==> src/rtl/fetch_pkg.sv <==
// Shared constants and types for the fetch stage: reset PC, HLT opcode and
// 2-bit branch history counter encodings with their saturating update.
package fetch_pkg;

  localparam logic [15:0] RESET_PC_DEF = 16'h0000;
  localparam logic [3:0]  OPC_HLT      = 4'hF;

  typedef enum logic [1:0] {
    SNT = 2'b00,
    WNT = 2'b01,
    WT  = 2'b10,
    ST  = 2'b11
  } bht_cnt_e;

  function automatic bht_cnt_e bht_update(input bht_cnt_e cnt, input logic taken);
    bht_cnt_e res;
    res = cnt;
    case (cnt)
      SNT:     res = taken ? WNT : SNT;
      WNT:     res = taken ? WT  : SNT;
      WT:      res = taken ? ST  : WNT;
      ST:      res = taken ? ST  : WT;
      default: res = WNT;
    endcase
    return res;
  endfunction

endpackage

==> src/rtl/branch_predictor.sv <==
// Direct-mapped BHT (2-bit counters) + BTB with a combinational lookup port
// and a registered train port; a same-entry read sees the pre-train value.
module branch_predictor
  import fetch_pkg::*;
#(
  parameter int IDX_W = 3
) (
  input  logic        clk,
  input  logic        rst_n,
  input  logic [15:1] lookup_pc,
  output logic        lookup_taken,
  output logic [15:0] lookup_target,
  input  logic        train_en,
  input  logic [15:1] train_pc,
  input  logic        train_taken,
  input  logic [15:0] train_target
);

  localparam int ENTRIES = 1 << IDX_W;
  localparam int TAG_W   = 15 - IDX_W;

  logic [IDX_W-1:0] lk_idx, tr_idx;
  logic [TAG_W-1:0] lk_tag, tr_tag;

  assign lk_idx = lookup_pc[IDX_W:1];
  assign lk_tag = lookup_pc[15:IDX_W+1];
  assign tr_idx = train_pc[IDX_W:1];
  assign tr_tag = train_pc[15:IDX_W+1];

  logic [ENTRIES-1:0]            valid_vec;
  logic [ENTRIES-1:0][1:0]       bht_vec;
  logic [ENTRIES-1:0][TAG_W-1:0] tag_vec;
  logic [ENTRIES-1:0][15:0]      target_vec;

  genvar gi;
  for (gi = 0; gi < ENTRIES; gi++) begin : g_entry
    bht_cnt_e         bht_q, bht_d;
    logic             valid_q, valid_d;
    logic [TAG_W-1:0] tag_q, tag_d;
    logic [15:0]      target_q, target_d;

    always_comb begin
      bht_d    = bht_q;
      valid_d  = valid_q;
      tag_d    = tag_q;
      target_d = target_q;
      if (train_en && tr_idx == IDX_W'(gi)) begin
        bht_d = bht_update(bht_q, train_taken);
        // Not-taken resolutions leave the BTB entry intact.
        if (train_taken) begin
          valid_d  = 1'b1;
          tag_d    = tr_tag;
          target_d = train_target;
        end
      end
    end

    always_ff @(posedge clk or negedge rst_n) begin
      if (!rst_n) begin
        bht_q    <= WNT;
        valid_q  <= 1'b0;
        tag_q    <= '0;
        target_q <= '0;
      end else begin
        bht_q    <= bht_d;
        valid_q  <= valid_d;
        tag_q    <= tag_d;
        target_q <= target_d;
      end
    end

    assign valid_vec[gi]  = valid_q;
    assign bht_vec[gi]    = bht_q;
    assign tag_vec[gi]    = tag_q;
    assign target_vec[gi] = target_q;
  end

  assign lookup_taken  = valid_vec[lk_idx] && (tag_vec[lk_idx] == lk_tag) && bht_vec[lk_idx][1];
  assign lookup_target = target_vec[lk_idx];

endmodule

==> src/rtl/fetch_branch_predictor.sv <==
// IF stage: PC register, next-PC selection and redirect/flush generation
// around a BHT/BTB dynamic predictor trained from ID-stage resolution.
module fetch_branch_predictor #(
  parameter logic [15:0] RESET_PC = fetch_pkg::RESET_PC_DEF,
  parameter int          IDX_W    = 3
) (
  input  logic        clk,
  input  logic        rst_n,
  input  logic        stall,
  output logic [15:0] imem_addr,
  input  logic [15:0] imem_data,
  input  logic        ID_is_branch,
  input  logic        ID_branch_taken,
  input  logic [15:0] ID_branch_target,
  input  logic        ID_branch_mispredicted,
  input  logic [15:0] IF_ID_pc_curr,
  input  logic [15:0] IF_ID_pc_next,
  input  logic [15:0] IF_ID_predicted_target,
  output logic [15:0] pc_curr,
  output logic [15:0] pc_next,
  output logic [15:0] pc_inst,
  output logic        predicted_taken,
  output logic [15:0] predicted_target,
  output logic        flush,
  output logic        hlt_fetched
);

  import fetch_pkg::*;

  logic [15:0] pc_q, pc_d;
  logic        resolve, redirect;

  assign pc_curr     = pc_q;
  assign imem_addr   = pc_q;
  assign pc_next     = pc_q + 16'd2;
  assign pc_inst     = imem_data;
  assign hlt_fetched = (imem_data[15:12] == OPC_HLT);

  assign resolve  = ID_is_branch & ~stall;
  // A correctly predicted taken branch still redirects if its target moved.
  assign redirect = resolve & (ID_branch_mispredicted |
                    (ID_branch_taken & ~ID_branch_mispredicted &
                     (ID_branch_target != IF_ID_predicted_target)));
  assign flush    = redirect;

  branch_predictor #(.IDX_W(IDX_W)) u_bp (
    .clk          (clk),
    .rst_n        (rst_n),
    .lookup_pc    (pc_q[15:1]),
    .lookup_taken (predicted_taken),
    .lookup_target(predicted_target),
    .train_en     (resolve),
    .train_pc     (IF_ID_pc_curr[15:1]),
    .train_taken  (ID_branch_taken),
    .train_target (ID_branch_target)
  );

  always_comb begin
    pc_d = pc_q;
    if (redirect)
      pc_d = ID_branch_taken ? ID_branch_target : IF_ID_pc_next;
    else if (stall || hlt_fetched)
      pc_d = pc_q;
    else
      pc_d = predicted_taken ? predicted_target : pc_next;
  end

  always_ff @(posedge clk or negedge rst_n) begin
    if (!rst_n) pc_q <= RESET_PC;
    else        pc_q <= pc_d;
  end

endmodule

==> config.mk <==
export PLATFORM = sky130hd
export DESIGN_NAME = fetch_branch_predictor
export DESIGN_NICKNAME = d
export VERILOG_FILES = /design/src/rtl/fetch_pkg.sv /design/src/rtl/branch_predictor.sv /design/src/rtl/fetch_branch_predictor.sv
export SDC_FILE = /design/constraint.sdc
export NUM_CORES = 1
export LEC_CHECK = 0
export CORE_MARGIN = 2
export CORE_UTILIZATION = 40
export DETAILED_ROUTE_END_ITERATION = 8
export GPL_TIMING_DRIVEN = 0
export HOLD_SLACK_MARGIN = 0.1
export PLACE_DENSITY = 0.6
export SYNTH_ARGS = -nofsm -noshare
export SYNTH_HDL_FRONTEND = slang
export SYNTH_SLANG_ARGS = --single-unit
==> constraint.sdc <==
create_clock -name clk -period 2.7 [get_ports clk]
set_clock_uncertainty 0.1 [all_clocks]
set_input_delay 0.405 -clock clk [delete_from_list [all_inputs] [get_ports clk]]
set_output_delay 0.405 -clock clk [all_outputs]
set_load 0.1 [all_outputs]
After elaboration in Yosys (flattened, before gate mapping)
Index checks and enable logic that the tools add are counted.
{"block": "word_totals", "reg_bits": 264, "output_inout_bits": 83}
{"block": "classes", "mux": 24, "addsub": 1, "reduce_logical": 28, "order_cmp": 1, "bitwise_logic": 7, "eq_ne": 35}
{"op": "$mux W16", "n": 5}
{"op": "$pmux W2 S4", "n": 8}
{"op": "$bmux W16 S3", "n": 1}
{"op": "$bmux W12 S3", "n": 1}
{"op": "$eq A2 B2 Y1 const B", "n": 16}
{"op": "$add A16 B2 Y16 const B", "n": 1}
{"op": "$eq A2 B1 Y1 const B", "n": 8}
{"op": "$logic_not A2 Y1", "n": 8}
{"op": "$ne A16 B16 Y1", "n": 1}
{"op": "$reduce_and A2 Y1", "n": 8}
{"op": "$eq A12 B12 Y1", "n": 1}
{"op": "$eq A3 B3 Y1 const B", "n": 4}
{"op": "$mux W12", "n": 1}
{"op": "$logic_and A1 B1 Y1", "n": 10}
{"op": "$bmux W2 S3", "n": 1}
{"op": "$eq A3 B2 Y1 const B", "n": 2}
{"op": "$mux W2", "n": 3}
{"op": "$and A1 B1 Y1", "n": 4}
{"op": "$eq A4 B4 Y1 const B", "n": 1}
{"op": "$lt A3 B4 Y1 const B", "n": 1}
{"op": "$bmux W1 S3", "n": 1}
{"op": "$eq A3 B1 Y1 const B", "n": 1}
{"op": "$logic_not A3 Y1", "n": 1}
{"op": "$mux W1", "n": 3}
{"op": "other kinds (4)", "n": 5}

Depth between registers and ports, before layout
Gate-level depths: netlist of run 1.
{"block": "depth", "depth_word": 8, "mapped_depth": 13}

By module
From an unflattened synthesis of run 1, not the netlist that was laid out.
{"block": "unflattened", "hier_cells": 966, "hier_area_um2": 13212.7}
{"mod": "branch_predictor", "seq_area_each_um2": 6216.0, "area_each_um2": 11345.9, "cells_each": 754, "instances": 1}
{"mod": "fetch_branch_predictor", "seq_area_each_um2": 400.4, "area_each_um2": 1866.8, "cells_each": 212, "instances": 1}

Least setup slack after synthesis of run 1
No wires, ideal clock.
{"block": "synth_timing", "path_type": "register -> register", "startpoint": "reg pc_q[2], in the netlist imem_addr[2]", "endpoint": "reg pc_q[12], in the netlist imem_addr[12]", "t_arrival_ns": 4.532, "synth_period_minus_slack_ns": 4.724, "slack_ns": -2.024, "path_stages_with_launch": 12, "path_cell_list": "dfrtp_1 > buf_4 > buf_4 > buf_2 > buf_2 > and3_1 > nand3_1 > nor2_1 > nand2_1 > xnor2_1 > mux2i_1 > o221ai_1"}
{"block": "synth_via", "elab_cells_between_ends": 15, "classes_between": "add/sub (1); eq/ne (1); mux (11); reduce/logical (2)"}
{"element": "from (decl)", "line_no": "fetch_branch_predictor.sv:30", "text": "logic [15:0] pc_q, pc_d;"}
{"element": "from (signal assigned)", "line_no": "fetch_branch_predictor.sv:70", "text": "else pc_q <= pc_d;"}
{"element": "$add A16 B2 Y16", "line_no": "fetch_branch_predictor.sv:35", "text": "assign pc_next = pc_q + 16'd2;"}
{"element": "named net pc_next[12]", "line_no": "fetch_branch_predictor.sv:20", "text": "output logic [15:0] pc_next,"}
{"element": "$mux W16", "line_no": "fetch_branch_predictor.sv:65", "text": "pc_d = predicted_taken ? predicted_target : pc_next;"}
{"element": "$mux W16", "line_no": "fetch_branch_predictor.sv:62", "text": "else if (stall || hlt_fetched)"}
{"element": "$mux W16", "line_no": "fetch_branch_predictor.sv:60", "text": "if (redirect)"}
The timed path passes the listed nets, and every way through them passes these cells. The select of a mux whose other input is x is not followed.
A chain may end at the register's enable or synchronous reset.

Worst setup path in the final report of run 1
{"block": "layout_timing", "startpoint": "reg pc_q[1], in the netlist imem_addr[1]", "endpoint": "out predicted_taken"}
{"block": "layout_via", "elab_chain_cells": 5, "elab_cells_between_ends": 9, "classes_between": "eq/ne (1); mux (6); reduce/logical (2)"}
{"element": "$bmux W12 S3", "line_no": "branch_predictor.sv:78", "text": "assign lookup_taken = valid_vec[lk_idx] && (tag_vec[lk_idx] == lk_tag) && bht_vec[lk_idx][1];"}
{"element": "$mux W12 (implied by the code)", "line_no": "branch_predictor.sv:78"}
{"element": "$eq A12 B12 Y1", "line_no": "branch_predictor.sv:78"}
{"element": "$logic_and A1 B1 Y1", "line_no": "branch_predictor.sv:78"}
{"element": "$logic_and A1 B1 Y1 (*)", "line_no": "branch_predictor.sv:78"}
{"element": "to (decl)", "line_no": "fetch_branch_predictor.sv:22", "text": "output logic predicted_taken,"}
Every way passes the cells marked *; elsewhere a longest branch is shown, timed or not. The select of a mux whose other input is x is not followed.

==> results of run 1 <==
[power groups by stage]
stage	clock (mW)	combinational, mW	sequential, mW
after floorplan	0	4.53	5.47
after global placement	0	6.29	5.27
after detailed placement	0	6.35	5.28
after CTS	4.24	7.48	5.21
after global routing	4.40	7.91	5.30
final	4.17	7.62	5.22
[cell families (layout without fill, tap and decap cells)]
group           after synthesis  after routing  share of synthesized area
buf+inv                     113            383                     0.0469
fa+ha+maj                     1              1                   0.000956
other cells                   0              1                          0
mux                         339            339                      0.332
compound gates               76             76                     0.0361
flops                       264            264                      0.505
simple gates                128            128                     0.0520
xor+xnor                     39             39                     0.0261
[worst max-delay path: cells and delay by family (launching register included)]
| family | cells | cell delay (ns) |
|---|---|---|
| and+or+nand+nor | 1 | 0.29 |
| buffers and inverters | 5 | 0.69 |
| DFF | 1 | 0.50 |
| muxes | 2 | 0.62 |
| xor gates and xnor gates | 1 | 0.25 |
| AOI/OAI and AO/OA | 1 | 0.19 |
[sequential cells by signal, indices dropped and copies added, names as in the netlist]
signal and count:
u_bp.g_entry.tag_q 96, u_bp.g_entry.valid_q 8, u_bp.g_entry.target_q 128, u_bp.g_entry.bht_q 16, imem_addr 16
[cell type report]
type                            instances  area (um^2)
Fill cell                            2712        14200
Clock buffer                           51          981
Tap cell                              442          553
Multi-Input combinational cell        583         6450
Buffer                                105          922
Antenna cell                            1         2.50
Sequential cell                       264         6640
Clock inverter                          5         50.0
Inverter                                5         26.3
Timing Repair Buffer                  217         2520
[cells in the final DEF (no fill, tap or decap), types with 8 or more instances in the layout]
| cell type | instances |
|---|---|
| sky130_fd_sc_hd__o21ai_0 | 22 |
| sky130_fd_sc_hd__nor2_1 | 19 |
| sky130_fd_sc_hd__nand2_1 | 20 |
| sky130_fd_sc_hd__mux2_4 | 16 |
| sky130_fd_sc_hd__clkdlybuf4s50_1 | 59 |
| sky130_fd_sc_hd__dlygate4sd3_1 | 13 |
| sky130_fd_sc_hd__clkbuf_1 | 26 |
| sky130_fd_sc_hd__mux2i_1 | 38 |
| sky130_fd_sc_hd__dlygate4sd2_1 | 20 |
| sky130_fd_sc_hd__a21oi_1 | 25 |
| sky130_fd_sc_hd__clkbuf_2 | 19 |
| sky130_fd_sc_hd__xor2_1 | 23 |
| sky130_fd_sc_hd__xnor2_4 | 8 |
| sky130_fd_sc_hd__dfrtp_1 | 246 |
| sky130_fd_sc_hd__dfstp_2 | 8 |
| sky130_fd_sc_hd__clkdlybuf4s15_2 | 10 |
| sky130_fd_sc_hd__nand3_1 | 17 |
| sky130_fd_sc_hd__clkbuf_16 | 32 |
| sky130_fd_sc_hd__mux2_2 | 224 |
| sky130_fd_sc_hd__o221ai_1 | 13 |
| sky130_fd_sc_hd__clkbuf_8 | 14 |
| sky130_fd_sc_hd__buf_6 | 19 |
| sky130_fd_sc_hd__buf_12 | 50 |
| sky130_fd_sc_hd__nand2b_1 | 14 |
| sky130_fd_sc_hd__buf_4 | 81 |
| sky130_fd_sc_hd__mux4_2 | 51 |
[routing by layer]
metal  global-route usage  share of wire  vias up
met2                0.385           0.48      252
met1                0.323           0.44     4664
met3               0.0332          0.057       50
met4               0.0508          0.021        0
met5                    0              0        -
li1                     -              -     3983
[what timing repair did]
item	CTS	global route
gates resized for setup	462	77
hold buffers	6	7
cloned	5	0
setup buffers	45	13
endpoints found under the setup margin	144	77
pin swaps	18	17
endpoints found under the hold margin	69	43
[per-stage QoR]
| stage | power, mW | cells | utilization | TNS [ns] | hold WS [ns] |
|---|---|---|---|---|---|
| floorplan | 10.0 | 960 | - | -9.71 | 0.00941 |
| global placement | 11.6 | 1541 | 0.480 | -2925.63 | 0.350 |
| detailed placement | 11.6 | 1543 | 0.482 | -125.53 | 0.298 |
| CTS | 16.9 | 1653 | 0.550 | -20.39 | 0.112 |
| global route | 17.6 | 1672 | 0.561 | -24.20 | 0.0968 |
| finish | 17.0 | 1673 | 0.561 | -20.72 | 0.103 |
[worst max-delay path by stage]
stage	from	endpoint	slack, ns	cells past startpoint
3_5_place_dp	IF_ID_predicted_target[11]	flush	-1.85	10
3_3_place_gp	rst_n	imem_addr[8]	-12.63	1
2_1_floorplan	imem_addr[1]	imem_addr[11]	-0.53	11
4_1_cts	imem_addr[1]	predicted_taken	-0.93	10
5_1_grt	imem_addr[1]	predicted_taken	-0.99	10
6_report	imem_addr[1]	predicted_taken	-0.90	10
==> impl_metrics.tcl, run 1 <==
set metrics [dict create \
    synth_async_sr_flop_share 1.00 \
    timing.max_cap.violations 0 \
    pwr-share-clk 0.245 \
    final_layout_size_suffix_gt1_frac 0.499 \
    global_route.overflow_total 0 \
    dominantRegCellSynth "sky130_fd_sc_hd__dfrtp_1" \
    rows 66 \
    postSynthRegisterBits 264 \
    fmax_ghz 0.278 \
    ctsHtreeMaxLevel 1 \
    drcViolationCount 0 \
    cp_cell_sequence "buf_12, buf_12, mux4_2, mux2i_2, xor2_1, o2111ai_2, nor4b_2, buf_6, buf_12, buf_12" \
    yosysMostFrequentCell "sky130_fd_sc_hd__dfrtp_1" \
    timing.critical_path.to_type "output pin" \
    cts_tree "yes" \
    finalWeightedCongestion 0.804 \
    worst_setup_path_start_kind "flip-flop" \
    crit_top_cell "sky130_fd_sc_hd__buf_12" \
    design.core.area_um2 32400 \
    finish.instance_area_um2 18100 \
    finalNetCount 1293 \
    grt_setup_unrepaired "true" \
    syn_nets 1047 \
    layout_worst_path_cycle_share 1.33 \
    cts_num_sinks 264 \
    part_of_the_power_in_combinational_logic 0.448 \
    worst_path_largest_cell_delay_ns 0.50 \
    cellInternalPower_mw 10.6 \
    drt_pre_antenna_iters 5 \
    reg2reg_from "imem_addr[1]" \
    net_switching_power_of_the_design_mw 6.43 \
    cts_buffer_depth 3 \
    seq_area_frac_synth 0.505 \
    number_of_global_route_vias_before_repair 9206 \
    synth_top_cells_by_count "sky130_fd_sc_hd__dfrtp_1, sky130_fd_sc_hd__mux2_2, sky130_fd_sc_hd__mux4_2" \
    critical_path.max_fanout 6 \
    pre_cts_slack_ns -1.85 \
    timing.final.max_slew_violations 0 \
    root_buffer "sky130_fd_sc_hd__clkbuf_16" \
    via_per_inst 5.35 \
    power.share.switching 0.379 \
    die_y_um 185 \
    reg2reg_slack_ns -0.54 \
    synth.distinct_cells 47 \
    timing_hold_violations_final 0 \
    chipWidth_um 185 \
    timing.rr.end "imem_addr[14]" \
    leak_pwr_nw 8.00 \
    placedInstanceArea_um2 15600 \
    final-setup-viol-count 43 \
    drt.antenna.violating_nets 0 \
    mean_routed_wirelength_per_cell_um 23.6 \
    timing.setup.critical_path_class "reg2out" \
    grt_first_pass_wirelength_um 58500 \
    worstHoldPathCells 2 \
    synth_largest_type_area_fraction 0.489 \
    design.die.area_um2 34200 \
    outcome "finished with violations" \
    mappedNetlistArea_um2 13100 \
    worstPathRequired_ns 2.19 \
    hold_start "ID_branch_target[9]" \
    post_dp_hpwl_um 26300 \
    worst_pin_slew_ns 0.996 \
    critical_path_arrival_ns 3.09 \
    netlist_instances 960 \
    ff2ff_path_depth 12 \
    synth_enable_flop_cells 0 \
    hp-class "in2reg" \
    area_growth_pct 38.6 \
    wl_um 39500 \
    critPathSlowestCell "sky130_fd_sc_hd__dfrtp_4" \
    finalCriticalPeriod_ns 3.60 \
    seq_power_share 0.307 \
    violations_in_the_final_reports "negative setup slack" \
    track_usage 0.231 \
    worstHoldEndpoint "u_bp.g_entry[1].target_q[9]" \
    clk_pin_slew_worst_paths_ns 0.06 \
    grt_antenna_before_repair 2 \
    power.density_cell_area_nw_per_um2 937 \
    post-route-worst-setup-slack_ns -0.899 \
    clock_network_latency_to_the_later_pin_of_the_worst_skew_pair_ns 0.55 \
    initial_utilization 0.404 \
    cts_inserted_buffers 30 \
    synth_top_cells_by_area "sky130_fd_sc_hd__dfrtp_1, sky130_fd_sc_hd__mux2_2, sky130_fd_sc_hd__mux4_2" \
    post-synth-top-area-cell "sky130_fd_sc_hd__dfrtp_1" \
    design.portCount 169 \
    worst_ir_drop_vdd_mv 0.918 \
    initialDrtViolationCount 528 \
    place.port_buffers 139 \
    synth.avg_cell_area_um2 13.6 \
    worst_slew_margin_rel 0.336 \
    yosysWarningCount 0 \
    grt_start_max_net_pins 114 \
    vias 8949 \
]
Power figures use the tool's default switching activity.
==> inputs of run 2 (changes only) <==
Settings changed: ABC_CLOCK_PERIOD_IN_PS set to 2700.
==> results of run 2 <==
Same layout as run 1: the final DEF is identical, and so are final timing and power.
==> inputs of run 3 (changes only) <==
Settings changed: CORE_MARGIN 2 to not set, SLEW_MARGIN set to 10.
==> impl_metrics.tcl, run 3 (synthesis gave the netlist of run 1 again) <==
set metrics [dict create \
    die_y_um 183 \
    design.die.area_um2 33500 \
    initialDrtViolationCount 615 \
    dpl.cell_count 1537 \
    design.portCount 169 \
    mean_routed_wirelength_per_cell_um 23.6 \
    net_switching_power_of_the_design_mw 6.48 \
    drcViolationCount 0 \
    final_layout_size_suffix_gt1_frac 0.495 \
    timing.setup.critical_path_class "reg2out" \
    cts_buffer_depth 3 \
    part_of_the_power_in_combinational_logic 0.445 \
    wl_um 38800 \
    power.share.switching 0.388 \
    ctsHtreeMaxLevel 1 \
    outcome "finished with violations" \
    post-route-worst-setup-slack_ns -1.00 \
    via_per_inst 5.45 \
    seq_power_share 0.312 \
    final-setup-viol-count 44 \
    chipWidth_um 183 \
    global_route.overflow_total 0 \
    grt_setup_unrepaired "true" \
    worstPathRequired_ns 2.19 \
    worst_ir_drop_vdd_mv 0.694 \
    area_growth_pct 36.7 \
    finalNonFillerCells 1648 \
    clock_network_latency_to_the_later_pin_of_the_worst_skew_pair_ns 0.56 \
    root_buffer "sky130_fd_sc_hd__clkbuf_16" \
    drt.antenna.violating_nets 0 \
    final.setup.tns_ns -23.70 \
    cts_tree "yes" \
    power.density_cell_area_nw_per_um2 935 \
    dr_wl_met3_um 2130 \
    final_common_cell "sky130_fd_sc_hd__dfrtp_1" \
    number_of_global_route_vias_before_repair 9078 \
    top_regs "u_bp.g_entry.target_q (128), u_bp.g_entry.tag_q (96)" \
    grt_start_max_net_pins 89 \
    timing.final.max_slew_violations 0 \
    finalWeightedCongestion 0.810 \
    design.core.area_um2 31900 \
    track_usage 0.235 \
    worstHoldPathCells 2 \
    largest_register_ffs 128 \
    critical_path_arrival_ns 3.20 \
    fmax_ghz 0.270 \
    clk_pin_slew_worst_paths_ns 0.06 \
    final_cell_mix "sky130_fd_sc_hd__dfrtp_1, sky130_fd_sc_hd__mux2_2, sky130_fd_sc_hd__buf_4" \
    worst_slew_margin_rel 0.346 \
    timing.critical_path.to_type "output pin" \
    highest_layer "met5" \
    timing_hold_violations_final 0 \
    worst_pin_slew_ns 0.978 \
    layout_worst_path_cycle_share 1.37 \
    critical_path.max_fanout 5 \
    rows 65 \
    finalCriticalPeriod_ns 3.70 \
    grt_antenna_before_repair 3 \
    finalNetCount 1276 \
    final_util 0.561 \
    vias 8977 \
    timing.max_cap.violations 0 \
    pwr-share-clk 0.243 \
    filler_cell_count 2689 \
    post_dp_hpwl_um 25900 \
    cts_num_sinks 264 \
    ff2ff_path_depth 13 \
    hp-class "in2reg" \
    grt_first_pass_wirelength_um 58200 \
    cellInternalPower_mw 10.2 \
    violations_in_the_final_reports "negative setup slack" \
    initial_utilization 0.411 \
    antennaDiodeCount 0 \
    worst_setup_path_start_kind "flip-flop" \
    drt_pre_antenna_iters 5 \
    met2_length_um 19000 \
    place.port_buffers 139 \
    drt-met1-wl_um 16900 \
    leak_pwr_nw 7.87 \
    cts_inserted_buffers 31 \
    reg_with_most_ffs "u_bp.g_entry.target_q" \
]
-- run 3: changes by cell type in the layout (fill, tap and decap cells not counted), moves of 7 or more --
cell	change
sky130_fd_sc_hd__buf_2	+8
sky130_fd_sc_hd__buf_4	-8
sky130_fd_sc_hd__buf_6	-9
sky130_fd_sc_hd__clkbuf_2	-8
sky130_fd_sc_hd__clkbuf_8	-7
sky130_fd_sc_hd__clkinvlp_4	+9
sky130_fd_sc_hd__dlygate4sd2_1	+7
sky130_fd_sc_hd__dlygate4sd3_1	-11
-- run 3: cell type report --
class,instances,area [um^2],share of cell area
sequential,264,6640,0.371
multi-input combinational,583,6400,0.358
timing repair buffer,200,2410,0.135
buffer,104,870,0.0486
clock buffer,39,856,0.0478
tap,435,544,0.0304
clock inverter,18,138,0.00769
inverter,5,26.3,0.00147
-- run 3: worst paths after layout --
path,startpoint,endpoint,slack (ns)
setup / recovery,imem_addr[1],predicted_taken,-1.00
hold / removal,ID_branch_target[1],u_bp.g_entry[0].target_q[1],0.12
setup reg to reg,imem_addr[1],imem_addr[13],-0.61
hold reg to reg,u_bp.g_entry[1].valid_q,u_bp.g_entry[1].valid_q,0.37
max in group asynchronous,rst_n,imem_addr[1],1.42
min in group asynchronous,rst_n,u_bp.g_entry[7].tag_q[2],0.24
-- run 3: what timing repair did --
item	4_1_cts	5_1_grt
gates resized for setup	420	71
pin swaps	19	14
hold buffers	2	0
setup buffers	28	22
hold endpoints to repair	177	0
setup endpoints to repair	144	74
cloned	2	5
-- run 3: metrics by stage --
stage	hold slack, ns	cell area (um^2)	total power, mW	setup WS [ns]
global placement	0.351	15500	11.6	-12.68
finish	0.124	17900	16.7	-1.00
CTS	0.102	17400	16.3	-0.968
floorplan	0.00941	13600	10.0	-0.528
detailed placement	0.246	15600	11.6	-1.78
global route	0.110	17900	17.3	-1.07
-- run 3: critical path, cell delays in order (launching register included) --
cell	delay, ns
sky130_fd_sc_hd__dfrtp_4	0.51
sky130_fd_sc_hd__buf_12	0.16
sky130_fd_sc_hd__buf_12	0.13
sky130_fd_sc_hd__mux4_2	0.43
sky130_fd_sc_hd__mux2i_2	0.22
sky130_fd_sc_hd__xor2_1	0.23
sky130_fd_sc_hd__nand4_1	0.19
sky130_fd_sc_hd__nor4b_2	0.35
sky130_fd_sc_hd__buf_6	0.15
sky130_fd_sc_hd__buf_12	0.11
sky130_fd_sc_hd__buf_12	0.16
-- run 3: power groups by stage --
stage / Combinational, mW / Sequential, mW / Clock [mW]
after floorplan: 4.53 / 5.47 / 0
after global placement: 6.29 / 5.28 / 0
after detailed placement: 6.35 / 5.28 / 0
after CTS: 7.00 / 5.21 / 4.12
after global routing: 7.75 / 5.31 / 4.29
final: 7.45 / 5.22 / 4.06
-- run 3: layer usage --
metal  up-vias  global-route usage
met2       255               0.389
met1      4699               0.328
met3        62              0.0308
li1       3959                   -
met4         2              0.0570
met5         -                   0
